File: src/rtl/exec_unit.sv
// Arithmetic, bitwise and jump-target units in parallel, each result registered: one-cycle latency.
// No enable or handshake: all three units accept new inputs every cycle, and outputs clear asynchronously on reset.
module exec_unit #(
  parameter int WIDTH = 8
) (
  input  logic             clk,
  input  logic             rst_n,
  input  logic [4:0]       aop,
  input  logic [WIDTH-1:0] x,
  input  logic [WIDTH-1:0] y,
  input  logic [WIDTH-1:0] s,
  output logic [WIDTH-1:0] o,
  output logic [WIDTH-1:0] os,
  input  logic [1:0]       bop,
  input  logic [WIDTH-1:0] bx,
  input  logic [WIDTH-1:0] by,
  output logic [WIDTH-1:0] boo,
  input  logic [WIDTH-1:0] pc,
  input  logic [WIDTH-1:0] val,
  input  logic             as,
  output logic [WIDTH-1:0] pcos
);

  localparam logic [4:0] AOP_RETX   = 5'd0;
  localparam logic [4:0] AOP_RETY   = 5'd1;
  localparam logic [4:0] AOP_ADD    = 5'd2;
  localparam logic [4:0] AOP_SUB    = 5'd3;
  localparam logic [4:0] AOP_CMP    = 5'd4;
  localparam logic [4:0] AOP_LSHIFT = 5'd5;

  logic [WIDTH-1:0] o_d, os_d, boo_d, pcos_d;
  logic [WIDTH-1:0] o_q, os_q, boo_q, pcos_q;
  logic [WIDTH-1:0] sum_w, diff_w, shl_w;

  assign sum_w  = x + y;
  assign diff_w = x - y;
  assign shl_w  = {x[WIDTH-2:0], 1'b0} + y;

  // Status bit1 is zero, bit0 is equal; everything else passes through from s.
  always_comb begin
    o_d  = '0;
    os_d = s;
    case (aop)
      AOP_RETX:   o_d = x;
      AOP_RETY:   o_d = y;
      AOP_ADD: begin
        o_d     = sum_w;
        os_d[1] = (sum_w == '0);
      end
      AOP_SUB: begin
        o_d     = diff_w;
        os_d[1] = (diff_w == '0);
      end
      AOP_CMP: begin
        o_d     = x;
        os_d[0] = (x == y);
      end
      AOP_LSHIFT: o_d = shl_w;
      default:    o_d = '0;
    endcase
  end

  always_comb begin
    boo_d = '0;
    case (bop)
      2'd0:    boo_d = bx & by;
      2'd1:    boo_d = bx | by;
      2'd2:    boo_d = bx ^ by;
      default: boo_d = ~(bx & by);
    endcase
  end

  assign pcos_d = as ? (pc - val) : (pc + val);

  always_ff @(posedge clk or negedge rst_n) begin
    if (!rst_n) begin
      o_q    <= '0;
      os_q   <= '0;
      boo_q  <= '0;
      pcos_q <= '0;
    end else begin
      o_q    <= o_d;
      os_q   <= os_d;
      boo_q  <= boo_d;
      pcos_q <= pcos_d;
    end
  end

  assign o    = o_q;
  assign os   = os_q;
  assign boo  = boo_q;
  assign pcos = pcos_q;

endmodule

File: config.mk
export PLATFORM = sky130hd
export DESIGN_NAME = exec_unit
export DESIGN_NICKNAME = d
export VERILOG_FILES = /design/src/rtl/exec_unit.sv
export SDC_FILE = /design/constraint.sdc
export NUM_CORES = 1
export LEC_CHECK = 0
export ABC_AREA = 1
export CAP_MARGIN = 10
export CORE_MARGIN = 4
export CORE_UTILIZATION = 45
export CTS_CLUSTER_SIZE = 8
export DETAILED_ROUTE_END_ITERATION = 6
export DONT_BUFFER_PORTS = 1
export HOLD_SLACK_MARGIN = 0.06
export PLACE_DENSITY = 0.67
export SLEW_MARGIN = 20
export SYNTH_ARGS = -nofsm -noshare
export SYNTH_HDL_FRONTEND = slang
export SYNTH_SLANG_ARGS = --single-unit
File: constraint.sdc
create_clock -name clk -period 0.8 [get_ports clk]
set_clock_uncertainty 0.2 [all_clocks]
set_input_delay 0.16 -clock clk [delete_from_list [all_inputs] [get_ports clk]]
set_output_delay 0.16 -clock clk [all_outputs]
set_load 0.03 [all_outputs]
==> metrics.txt, run 1 <==
All-Layer GR Usage 21.02%; # DRC 0; Ys Warns 0; ranking of synthesized cells by area dfrtp_1 26%, ha_1 18%, nand2_1 11%; pre-CTS WS -1.084 ns; antenna violations before repair 0; Startpoint Class input port; Yosys top cell by area dfrtp_1; Routed WL 8.639 mm; Power Density 1296 mW/mm2; Netlist Area Pre-Place 0.003108 mm2; Worst EP required 0.76 ns; I/O pin count 98; multi-input combinational cell area 0.002623 mm2; FF/Latch Area 840.8 um2; Die Ht 91.11 um; hold_buf cts 6; Core Rows 30; slew of the pin with the lowest slew margin 0.3941 ns; Post-Syn Instances 423; CTS Buffer Depth 2; final worst slack -0.7604 ns; critical path's slowest cell ha_1; Final #Nets 596; GPL Wtd Cong 0.9066; Worst EP arrival 1.52 ns; Util after Layout 68.09%; port bufs 0; DR vias 2,972; RSZ-0062 raised after global routing yes; Crit Path Max Fanout 4; FF+latch count, synth 32; first-pass GRT wire length 14.35 mm; Root Buffer clkbuf_8; ys flop type dfrtp_1; worst min path class in -> async; Yosys top cell area share 25.76%; DRT iter0 DRCs 168; DRT Pass-1 Iters 4; clk sinks 32; Antenna diodes 0; crit-path cells inv_12, ha_4, inv_4, nor2_4, nor2_1, a22oi_1, ha_1, a21oi_2, nand2_2, buf_4, xor2_1; vias in the first global route 3,051; CP Capture Type flip-flop; total power 5963 uW; Cell variety after synth 35; final number of max-transition violations 0; final worst path period need 1.560 ns; post-DP HPWL 6.991 mm; Horiz. Die Dim 91.11 um; Final Hold Slack -0.6258 ns; Syn Area/Cell 7.347 um2; core area 0.006756 mm2; vias per inst 5.288; Worst slew margin 73.66%; die area 0.008300 mm2; largest net degree at the start of global routing 33; EDFF count, synth 0; Routed Antenna Nets 0; GRT overflow 0; failing checks negative hold slack, negative setup slack; Seq/Total Area, Yosys 25.76%; f_max 640.9 MHz; initial core utilization 46.00%; CP peak stage delay 0.31 ns; Final Hold Fails 52; level count of the clock H-tree 2; CTS Buf Count 5; leakage 0.002080 uW; Synthesized Nets 538; Final setup viols 57; fraction of final layout cells sized beyond drive strength 1 50.00%; CTS tree done; Final period util 195.0%; clock slew at reported path FFs 0.07 ns; routed len/inst 15.37 um; async set-reset flop share out of synthesis 100.0%; status finished with violations; Area Overhead vs Synth 48.03%; FILL cells 549; Max-Cap Viols 0; maximum vdd drop 838.2 uV; Crit Path Class in -> reg
area by class of cell:
cell class	count	area share, %
Clock buffer	8	1.958
Inverter	83	10.77
Multi-Input combinational cell	304	57.00
Sequential cell	32	18.28
Tap cell	80	2.176
Timing Repair Buffer	55	9.818
stage by stage:
stage / TNS, ns / instance area (um2) / hold slack (ns) / instances
final: -18.23 / 4601 / -0.6258 / 562
after global routing: -20.61 / 4601 / -0.6484 / 562
after CTS: -17.97 / 4410 / -0.6315 / 558
after detailed placement: -16.34 / 4114 / -0.3347 / 542
after global placement: -15.94 / 4114 / -0.3347 / 542
after floorplan: -12.57 / 3736 / -0.3356 / 423
timing repair:
action / in CTS / in global routing
endpoints found under the hold margin: 64 / 57
gates resized for setup: 36 / 38
buffers inserted: 3 / 4
setup endpoints to repair: 56 / 55
pin swaps: 42 / 32
cell usage after synthesis (all sizes together), types with 3 or more instances:
cell	count
dfrtp	32
ha	45
o21ai	17
a221oi	8
xnor2	3
a31oi	3
nand3	30
xor2	13
nor2	41
inv	83
a21oi	16
nand2	97
buf	4
fa	4
nand4	12
o211ai	3
metal layers:
layer / up-vias / global-route usage, % / wire length [um]
met5: - / 0 / 0
met4: 0 / 4.899 / 139
met3: 13 / 5.800 / 665
met2: 104 / 36.73 / 4240
met1: 1366 / 25.58 / 3593
li1: 1489 / - / -
report_power, final:
part           internal, uW  switching, uW  leakage [uW]
sequential             1870            527      0.000354
clock                   701            553     0.0000455
combinational          1140           1170       0.00168
total                  3720           2250       0.00208
cells in the final DEF, fill, tap and decap left out, types with 6 or more instances in the layout:
cell and instances:
inv_1 43, a21oi_2 10, buf_4 45, ha_2 8, nor2_2 10, inv_2 20, nand2_1 72, ha_1 15
o21ai_1 11, nor2_1 21, nand2_2 21, inv_12 11, ha_4 22, nand3_2 9, clkbuf_8 6, nand4_1 12
dfrtp_2 32, xor2_1 11, nor2_4 10, nand3_1 21, dlygate4sd3_1 6
critical path: cells and delay by family:
| kind | cells | cell delay, ns |
|---|---|---|
| AO/OA/AOI/OAI | 2 | 0.33 |
| XOR/XNOR | 1 | 0.14 |
| adder cells (fa/ha/maj) | 2 | 0.44 |
| buffers and inverters | 3 | 0.20 |
| AND/OR/NAND/NOR | 3 | 0.25 |
worst paths after layout:
check / start / end / slack, ns / cells past startpoint
max in group asynchronous: rst_n / o[2] / 0.93 / 0
min in group clk: s[0] / os[0] / -0.19 / 2
min: rst_n / boo[4] / -0.63 / 0
max: val[1] / pcos[3] / -0.76 / 11
logic make-up (layout without fill, tap and decap cells):
logic type,Yosys count,in the layout,synth area share (%)
buffers and inverters,87,146,11.35
adder cells (fa/ha/maj),49,49,20.69
XOR/XNOR,16,16,4.751
AO/OA/AOI/OAI,55,55,11.15
flip-flops,32,32,25.76
AND/OR/NAND/NOR,184,184,26.29
registers in the layout (all words and copies together), names as in the netlist:
register,count
boo,8
o,8
os,8
pcos,8
No activity file was read; power rests on OpenSTA's default activity.
==> run 2: changes to the inputs <==
--- a/config.mk
+++ b/config.mk
@@ -5,7 +5,6 @@
 export SDC_FILE = /design/constraint.sdc
 export NUM_CORES = 1
 export LEC_CHECK = 0
-export ABC_AREA = 1
 export CAP_MARGIN = 10
 export CORE_MARGIN = 4
 export CORE_UTILIZATION = 45
==> metrics.txt, run 2 <==
fraction of final layout cells sized beyond drive strength 1 45.34% (-4.7 points); clock slew at reported path FFs 0.07 ns (about the same); power share of the clock group 24.6% (+3.6 points); DR vias 2,585 (-13%); Crit Path Class in -> reg; Worst EP arrival 1.70 ns (+0.18 ns); Post-Syn Instances 352 (-17%); maximum vdd drop 679.2 uV (-19%); Final setup viols 49 (-14%); EDFF count, synth 0 (unchanged); CTS Buf Count 5 (unchanged); vias in the first global route 2,627 (-14%); All-Layer GR Usage 18.17% (-2.8 points); core area 0.006495 mm2 (-3.9%); crit-path cells clkinv_16, ha_4, inv_2, fa_2, a211oi_2, nor2_1, xnor2_1, nand4_1, o31a_1, o31ai_1; Worst EP required 0.78 ns (+0.02 ns); CP Capture Type flip-flop; Ys Warns 0 (unchanged); antenna violations before repair 0 (unchanged); Final period util 215.8% (+21 points); level count of the clock H-tree 2 (unchanged); Crit Path Max Fanout 4 (unchanged); Cell variety after synth 49 (+40%); Final Hold Slack -0.6253 ns (+0.0005430 ns); FF+latch count, synth 32 (unchanged); most frequent cells in the layout 41 x buf_4, 31 x dfrtp_2, 30 x inv_1; port bufs 0 (unchanged); Worst slew margin 80.38% (+6.7 points); Core Rows 29 (-3.3%); RSZ-0062 raised after global routing yes; combinational power share 35.8% (-3.0 points); die area 0.008227 mm2 (-0.88%); Post-Synth Simple-Gate Area 15.24% (-11 points); ranking of synthesized cells by area dfrtp_1 26%, ha_1 18%, xnor2_1 6.0%; Routed WL 7.746 mm (-10%); # DRC 0 (unchanged); placement-stage cell area 0.003762 mm2 (-8.5%); Startpoint Class input port; worst min path class in -> async; async set-reset flop share out of synthesis 100.0% (unchanged); final number of max-transition violations 0 (unchanged); Compound-Gate Fraction of Synth Area 18.54% (+7.4 points); Syn Area/Cell 8.744 um2 (+19%); FILL cells 524 (-4.6%); Netlist Area Pre-Place 0.003078 mm2 (-0.97%); Yosys top cell area share 26.02% (+0.25 points); Flop pwr share 39.6% (-0.6 points); DRT Pass-1 Iters 4 (unchanged); leakage 0.001815 uW (-13%); post-synthesis xor/xnor area fraction 8.252% (+3.5 points); DRT iter0 DRCs 78 (-54%); internal power 3975 uW (+7.0%); mux share of post-synthesis cell area 3.496% (+3.5 points); hold_buf cts 6 (unchanged); CTS Buffer Depth 2 (unchanged); top cells by count, synth 45 x ha_1, 43 x inv_1, 32 x dfrtp_1, 27 x a21oi_1; Antenna diodes 0 (unchanged); commonest non-fill, non-tap cell in the layout buf_4; first-pass GRT wire length 12.14 mm (-15%); initial core utilization 47.39% (+1.4 points); Yosys top cell by area dfrtp_1; largest net degree at the start of global routing 33 (unchanged); I/O pin count 98 (unchanged); Finished Layout Cells 474 (-16%); f_max 579.2 MHz (-9.6%); Max-Cap Viols 0 (unchanged); status finished with violations; Area Overhead vs Synth 36.02%; Sw Share 34.17% (-3.5 points); Final Hold Fails 51 (-1.9%); CP peak stage delay 0.36 ns (+0.05 ns); final worst slack -0.9264 ns (-0.1661 ns); Routed Antenna Nets 0 (unchanged); CTS tree done; Synthesized Nets 467 (-13%); Horiz. Die Dim 90.71 um (-0.44%); critical path's slowest cell fa_2; main combinational cell family by area after synthesis adder cells; GRT overflow 0 (unchanged); Power Density 1442 mW/mm2 (+11%); GPL Wtd Cong 0.8554 (-5.6%); final worst path period need 1.726 ns (+0.1661 ns); Root Buffer clkbuf_8; Final #Nets 511 (-14%); Seq/Total Area, Yosys 26.02% (+0.25 points); most common cell in the netlist ha_1; Synth Area in Adders 20.89% (+0.20 points); clk sinks 32 (unchanged); ys flop type dfrtp_1; post-DP HPWL 5.994 mm (-14%); Die Ht 90.71 um (-0.44%); NetSw 2064 uW (-8.2%); final instance area 0.004187 mm2 (-9.0%); vias per inst 5.454 (+3.1%); failing checks negative hold slack, negative setup slack; Inst Count DP 458 (-15%); slew of the pin with the lowest slew margin 0.2919 ns (-0.1023 ns); routed len/inst 16.34 um (+6.3%); setup tns final -20.16 ns (-1.924 ns)
[run 2: worst max path at each step]
| stage | cells after the start | endpoint | slack [ns] | startpoint |
|---|---|---|---|---|
| finish | 10 | os[1] | -0.93 | x[0] |
| global route | 9 | os[1] | -1.01 | y[3] |
| CTS | 11 | os[1] | -0.89 | x[0] |
| detailed placement | 11 | os[1] | -1.22 | x[0] |
| global placement | 11 | os[1] | -1.23 | x[0] |
| floorplan | 11 | os[1] | -1.14 | x[0] |
[run 2: cell type report]
cell class	count	area (um2)	share of cell area, %
Clock inverter	3	42.54	1.016
Tap cell	77	96.34	2.301
Clock buffer	5	68.82	1.644
Sequential cell	32	839.6	20.05
Multi-Input combinational cell	263	2506	59.86
Inverter	43	211.5	5.051
Timing Repair Buffer	51	421.7	10.07
[run 2: kinds of logic after synthesis]
| group | count (synthesis) |
|---|---|
| flops | 32 |
| mux | 10 |
| buf+inv | 57 |
| fa+ha+maj | 49 |
| xor+xnor | 29 |
| simple gates | 87 |
| compound gates | 88 |
[run 2: power by group through the flow]
| stage | Clock [uW] | Combinational (uW) | Sequential (uW) |
|---|---|---|---|
| after floorplan | 0 | 1430 | 2390 |
| after global placement | 0 | 1810 | 2420 |
| after detailed placement | 0 | 1850 | 2430 |
| after CTS | 1530 | 2030 | 2390 |
| after global routing | 1610 | 2390 | 2400 |
| final | 1490 | 2160 | 2390 |
[run 2: through the flow]
stage / power, uW / util, % / setup slack, ns
after floorplan: 3821 / - / -1.142
after global placement: 4232 / 57.93 / -1.227
after detailed placement: 4275 / 57.93 / -1.224
after CTS: 5948 / 62.49 / -0.8948
after global routing: 6410 / 64.46 / -1.008
final: 6038 / 64.46 / -0.9264
[run 2: worst max-delay path: cells and delay by family]
kind | cells | cell delay, ns
adder cells (fa/ha/maj) | 2 | 0.47
buffers and inverters | 2 | 0.06
XOR/XNOR | 1 | 0.21
AND/OR/NAND/NOR | 2 | 0.20
AO/OA/AOI/OAI | 3 | 0.60
[run 2: repair_timing]
action                     CTS  global route
gates resized for setup     24            25
hold endpoints to repair    63            56
setup buffers                3             3
setup endpoints to repair   49            51
pin swaps                   24            24
[run 2: layer usage]
layer | part of all wire (%) | global-route usage (%)
met1 | 39 | 19.93
met2 | 54 | 34.28
met3 | 5.1 | 4.417
met4 | 2.0 | 5.230
met5 | 0 | 0
==> run 3: changes to the inputs <==
--- a/config.mk
+++ b/config.mk
@@ -11,7 +11,6 @@
 export CTS_CLUSTER_SIZE = 8
 export DETAILED_ROUTE_END_ITERATION = 6
 export DONT_BUFFER_PORTS = 1
-export HOLD_SLACK_MARGIN = 0.06
 export PLACE_DENSITY = 0.67
 export SLEW_MARGIN = 20
 export SYNTH_ARGS = -nofsm -noshare
==> results of run 3 <==
Same layout as run 2: the final DEF is identical, and so are final timing and power.
